## src/rtl/sym_dn_lut_loader.sv

```systemverilog
`default_nettype none
// +--------------------------------------------------------------------------+
// | sym_dn_lut_loader: streams LUT entry pairs into one frame page of the     |
// | symmetric decision-node IB LUT bit-slices.            Rev 1.0             |
// +--------------------------------------------------------------------------+
module sym_dn_lut_loader #(
  parameter int ENTRY_ADDR      = 5,
  parameter int MULTI_FRAME_NUM = 2,
  parameter int QUAN_SIZE       = 3,
  localparam int OFF_W          = $clog2(MULTI_FRAME_NUM),
  localparam int PAGE_W         = ENTRY_ADDR - OFF_W
) (
  input  logic                 write_clk,
  input  logic                 rst,
  input  logic                 load_start,
  input  logic [OFF_W-1:0]     load_offset,
  input  logic                 load_abort,
  input  logic                 in_valid,
  output logic                 in_ready,
  input  logic [QUAN_SIZE-1:0] in_data_bank0,
  input  logic [QUAN_SIZE-1:0] in_data_bank1,
  output logic [QUAN_SIZE-1:0] lut_in_bank0,
  output logic [QUAN_SIZE-1:0] lut_in_bank1,
  output logic [PAGE_W-1:0]    page_write_addr,
  output logic [OFF_W-1:0]     write_addr_offset,
  output logic                 we,
  output logic                 busy,
  output logic [OFF_W-1:0]     busy_offset,
  output logic                 load_done,
  output logic                 load_aborted
);

  typedef enum logic [1:0] {
    ST_IDLE = 2'd0,
    ST_LOAD = 2'd1,
    ST_DONE = 2'd2
  } state_t;

  state_t               r_state;
  logic [PAGE_W-1:0]    r_cnt;
  logic [PAGE_W-1:0]    r_addr;
  logic [OFF_W-1:0]     r_woff;
  logic [OFF_W-1:0]     r_busy_off;
  logic                 r_we;
  logic                 r_busy;
  logic                 r_done;
  logic                 r_aborted;
  logic [QUAN_SIZE-1:0] r_bank0;
  logic [QUAN_SIZE-1:0] r_bank1;

  logic w_ready;
  logic w_accept;
  logic w_last;

  // Abort wins over a beat presented in the same cycle.
  assign w_ready  = (r_state == ST_LOAD) & ~load_abort;
  assign w_accept = w_ready & in_valid;
  assign w_last   = &r_cnt;

  always_ff @(posedge write_clk) begin
    if (rst) begin
      r_state    <= ST_IDLE;
      r_cnt      <= '0;
      r_addr     <= '0;
      r_woff     <= '0;
      r_busy_off <= '0;
      r_we       <= 1'b0;
      r_busy     <= 1'b0;
      r_done     <= 1'b0;
      r_aborted  <= 1'b0;
    end else begin
      r_we      <= w_accept;
      r_done    <= 1'b0;
      r_aborted <= 1'b0;
      if (w_accept) begin
        r_addr <= r_cnt;
        r_woff <= r_busy_off;
      end
      case (r_state)
        ST_IDLE: begin
          if (load_start) begin
            r_state    <= ST_LOAD;
            r_busy_off <= load_offset;
            r_cnt      <= '0;
            r_busy     <= 1'b1;
          end
        end
        ST_LOAD: begin
          if (load_abort) begin
            r_state   <= ST_IDLE;
            r_cnt     <= '0;
            r_busy    <= 1'b0;
            r_aborted <= 1'b1;
          end else if (w_accept) begin
            r_cnt <= r_cnt + PAGE_W'(1);
            // Final entry: its write lands in DONE, alongside load_done.
            if (w_last) begin
              r_state <= ST_DONE;
              r_done  <= 1'b1;
            end
          end
        end
        ST_DONE: begin
          r_state <= ST_IDLE;
          r_busy  <= 1'b0;
        end
        default: begin
          r_state <= ST_IDLE;
          r_busy  <= 1'b0;
        end
      endcase
    end
  end

  // One data register pair per rank slice; bit i feeds slice i.
  for (genvar gi = 0; gi < QUAN_SIZE; gi++) begin : g_slice
    always_ff @(posedge write_clk) begin
      if (rst) begin
        r_bank0[gi] <= 1'b0;
        r_bank1[gi] <= 1'b0;
      end else if (w_accept) begin
        r_bank0[gi] <= in_data_bank0[gi];
        r_bank1[gi] <= in_data_bank1[gi];
      end
    end
  end

  assign in_ready          = w_ready;
  assign lut_in_bank0      = r_bank0;
  assign lut_in_bank1      = r_bank1;
  assign page_write_addr   = r_addr;
  assign write_addr_offset = r_woff;
  assign we                = r_we;
  assign busy              = r_busy;
  assign busy_offset       = r_busy_off;
  assign load_done         = r_done;
  assign load_aborted      = r_aborted;

endmodule
`default_nettype wire
```

## config.mk

```make
export PLATFORM = sky130hd
export DESIGN_NAME = sym_dn_lut_loader
export DESIGN_NICKNAME = d
export VERILOG_FILES = /design/src/rtl/sym_dn_lut_loader.sv
export SDC_FILE = /design/constraint.sdc
export NUM_CORES = 1
export LEC_CHECK = 0
export CAP_MARGIN = 25
export CORE_ASPECT_RATIO = 0.7
export CORE_MARGIN = 1.5
export CORE_UTILIZATION = 43
export DETAILED_ROUTE_END_ITERATION = 10
export PLACE_DENSITY = 0.78
export SETUP_SLACK_MARGIN = 0.02
export SYNTH_ARGS = -nofsm -noshare
export SYNTH_HDL_FRONTEND = slang
export SYNTH_SLANG_ARGS = --single-unit
```

## constraint.sdc

```tcl
create_clock -name write_clk -period 1.6 [get_ports write_clk]
set_input_delay 0.32 -clock write_clk [delete_from_list [all_inputs] [get_ports write_clk]]
set_output_delay 0.32 -clock write_clk [all_outputs]
set_load 0.1 [all_outputs]
```

==> flow_summary.json <==
{
  "row_count": 13,
  "slew_headroom_pct": 76.65,
  "clk_pin_slew_ns": 0.12,
  "portBuffers": 28,
  "clk_latency_ns": 0.30,
  "cp_slowest_stage_delay_ns": 0.39,
  "hold_class": "flip-flop to flip-flop",
  "synth_mux_area_share_pct": 2.329,
  "synth_area_per_cell_um2": 8.954,
  "p_leak_nw": 0.5324,
  "multiInputGateArea_um2": 394.1,
  "drtIter0Drc": 9,
  "grt_pass1_vias": 754,
  "cts_max_path_buffers": 2,
  "crit_buf_inv": 1,
  "worst_slack_ns": 0.1081,
  "worstMarginPinSlew_ns": 0.3495,
  "antenna_found_initial": 0,
  "synthAdderAreaFrac_pct": 1.456,
  "grt_first_pass_wirelength_um": 3470,
  "synth_top_family_by_area": "simple AND/OR/NAND/NOR gates",
  "die_x_um": 56.44,
  "synth-compound-area-share_pct": 14.70,
  "cts_resized": 1,
  "critPathLaunchType": "flip-flop",
  "h-tree-depth": 1,
  "antennaDiodeCount": 0,
  "seq_area_um2": 445.4,
  "setup_viol": 0,
  "crit_chain": "nor3b_4, buf_12",
  "rsz0062_at_grt": "false",
  "min_period_ns": 1.492,
  "max_freq_mhz": 670.3,
  "synth.top_cell.area_share_pct": 51.24,
  "yosys.cell_count.top_type": "nand2_1",
  "synth_area_leader_cell": "dfxtp_1",
  "hold_violations": 0,
  "synth_async_sr_flop_share_pct": 0,
  "wl_per_cell_um": 14.40,
  "synth.area.top_cells": "dfxtp_1, nand2_1, a21oi_1, nor2_1, mux2i_1",
  "cts_tree": "done",
  "tritoncts_num_sinks": 22,
  "place_inst": 150,
  "die_area_mm2": 0.002280,
  "worstPathArrival_ns": 1.17,
  "skew_ns": 0.0004077,
  "cap_violations": 0,
  "grt_max_degree": 13,
  "finalNetCount": 146,
  "coreArea_mm2": 0.001871,
  "first_pass_iters": 4,
  "cts_hold_buf": 0,
  "status": "complete, no violations",
  "grt_overflow_total": 0,
  "track_usage_pct": 21.79,
  "dp_hpwl_um": 1712,
  "synth_cell_types": 25,
  "synth_common_cells": "nand2_1, dfxtp_1, a21oi_1",
  "whs_ns": 0.4985,
  "cts_buffers": 3,
  "synth_simple_gate_area_share_pct": 26.06,
  "ys_ff_latch": 22,
  "fillers": 131,
  "cpLargestDelayFamily": "flip-flops",
  "ys.flop_type": "dfxtp_1",
  "netlist_area_um2": 859.6,
  "cp_slowest_cell": "dfxtp_2",
  "synth.yosys.warnings": 0,
  "power_density_mw_per_mm2": 763.7,
  "ant_nets": 0,
  "fin_cells": 154,
  "synth_xor_area_share_pct": 0,
  "postCtsSetupBuffers": 0,
  "design_area_mm2": 0.001428,
  "drive_gt1_share_pct": 26.52,
  "ir_drop_uv": 838.2,
  "ioPinCount": 29,
  "vias_per_cell": 5.338,
  "slew_viol_final": 0,
  "drt_wl_total_um": 2217,
  "dp_slack_ns": -0.1775,
  "synth_edf_count": 0,
  "drc": 0,
  "cts_root_buf": "clkbuf_4",
  "synth_nets": 109,
  "dpl-instance-area_mm2": 0.001389,
  "gp_congestion": 0.8145,
  "finalCritPeriodShare_pct": 93.25,
  "cp-end-kind": "primary output",
  "syn2layout_area_growth_pct": 66.08,
  "yosysSeqAreaShare_pct": 51.24,
  "initial_core_util_pct": 45.95,
  "die_h_um": 40.41,
  "vias": 822,
  "final_util_pct": 76.32,
  "synthCells": 96,
  "crit_type": "flip-flop to primary output",
  "crit_fanout": 8,
  "required_ns": 1.28
}
-- final timing paths --
check | startpoint | end | slack, ns | cells past startpoint
setup reg to reg | r_cnt[0]$_SDFFE_PP0P_ | r_cnt[2]$_SDFFE_PP0P_ | 0.18 | 4
setup / recovery | r_state[1]$_SDFFE_PP0P_ | in_ready | 0.11 | 2
hold / removal | lut_in_bank0[2]$_SDFFE_PP0P_ | lut_in_bank0[2]$_SDFFE_PP0P_ | 0.50 | 2
hold reg to reg | lut_in_bank0[2]$_SDFFE_PP0P_ | lut_in_bank0[2]$_SDFFE_PP0P_ | 0.50 | 2
-- per-stage QoR --
step                TNS (ns)  power, mW
detailed placement    -1.832     0.8009
finish                     0      1.090
global placement      -1.001     0.7941
global route               0      1.129
CTS                        0      1.095
floorplan                  0     0.7014
-- worst min-delay path, stage by stage, from the launching register on --
cell and delay (ns):
dfxtp_1 0.35, nand2_1 0.06, a21oi_1 0.05
-- cell type report --
type	instances	area share, %
Clock buffer	4	2.542
Tap cell	22	1.928
Inverter	2	0.5259
Timing Repair Buffer	37	36.20
Multi-Input combinational cell	67	27.61
Sequential cell	22	31.20
-- power breakdown --
part / total (mW) / internal [mW] / switching (mW)
Clock: 0.303 / 0.139 / 0.164
Sequential: 0.575 / 0.559 / 0.0157
Combinational: 0.213 / 0.0924 / 0.120
-- flip-flops by register name, summed over array words and instances (netlist names) --
signal and cells:
r_state 2, lut_in_bank0 3, r_cnt 4, we 1
page_write_addr 4, lut_in_bank1 3, busy 1, load_done 1
load_aborted 1, write_addr_offset 1, busy_offset 1
-- cell families after synthesis --
family          after synthesis
simple gates                 42
fa+ha+maj                     1
compound gates               22
flops                        22
mux                           2
buf+inv                       7
-- per-layer routing --
| metal | part of all wire, % | wire length [um] | vias up | global-route usage, % |
|---|---|---|---|---|
| li1 | - | - | 406 | - |
| met1 | 45 | 999 | 375 | 25.34 |
| met2 | 47 | 1035 | 31 | 38.08 |
| met3 | 5.1 | 113 | 10 | 8.710 |
| met4 | 3.1 | 69 | 0 | 7.143 |
| met5 | 0 | 0 | - | 0 |
-- cell usage in the layout, fill, tap and decap left out, types with 3 or more instances in the layout --
cell type,netlist,routed
a21oi_1,15,15
buf_12,0,17
buf_4,0,9
clkbuf_4,0,3
clkdlybuf4s50_1,0,10
dfxtp_1,22,20
nand2_1,23,23
nor2_1,6,6
Note: power is estimated with default switching activity, not from simulation.
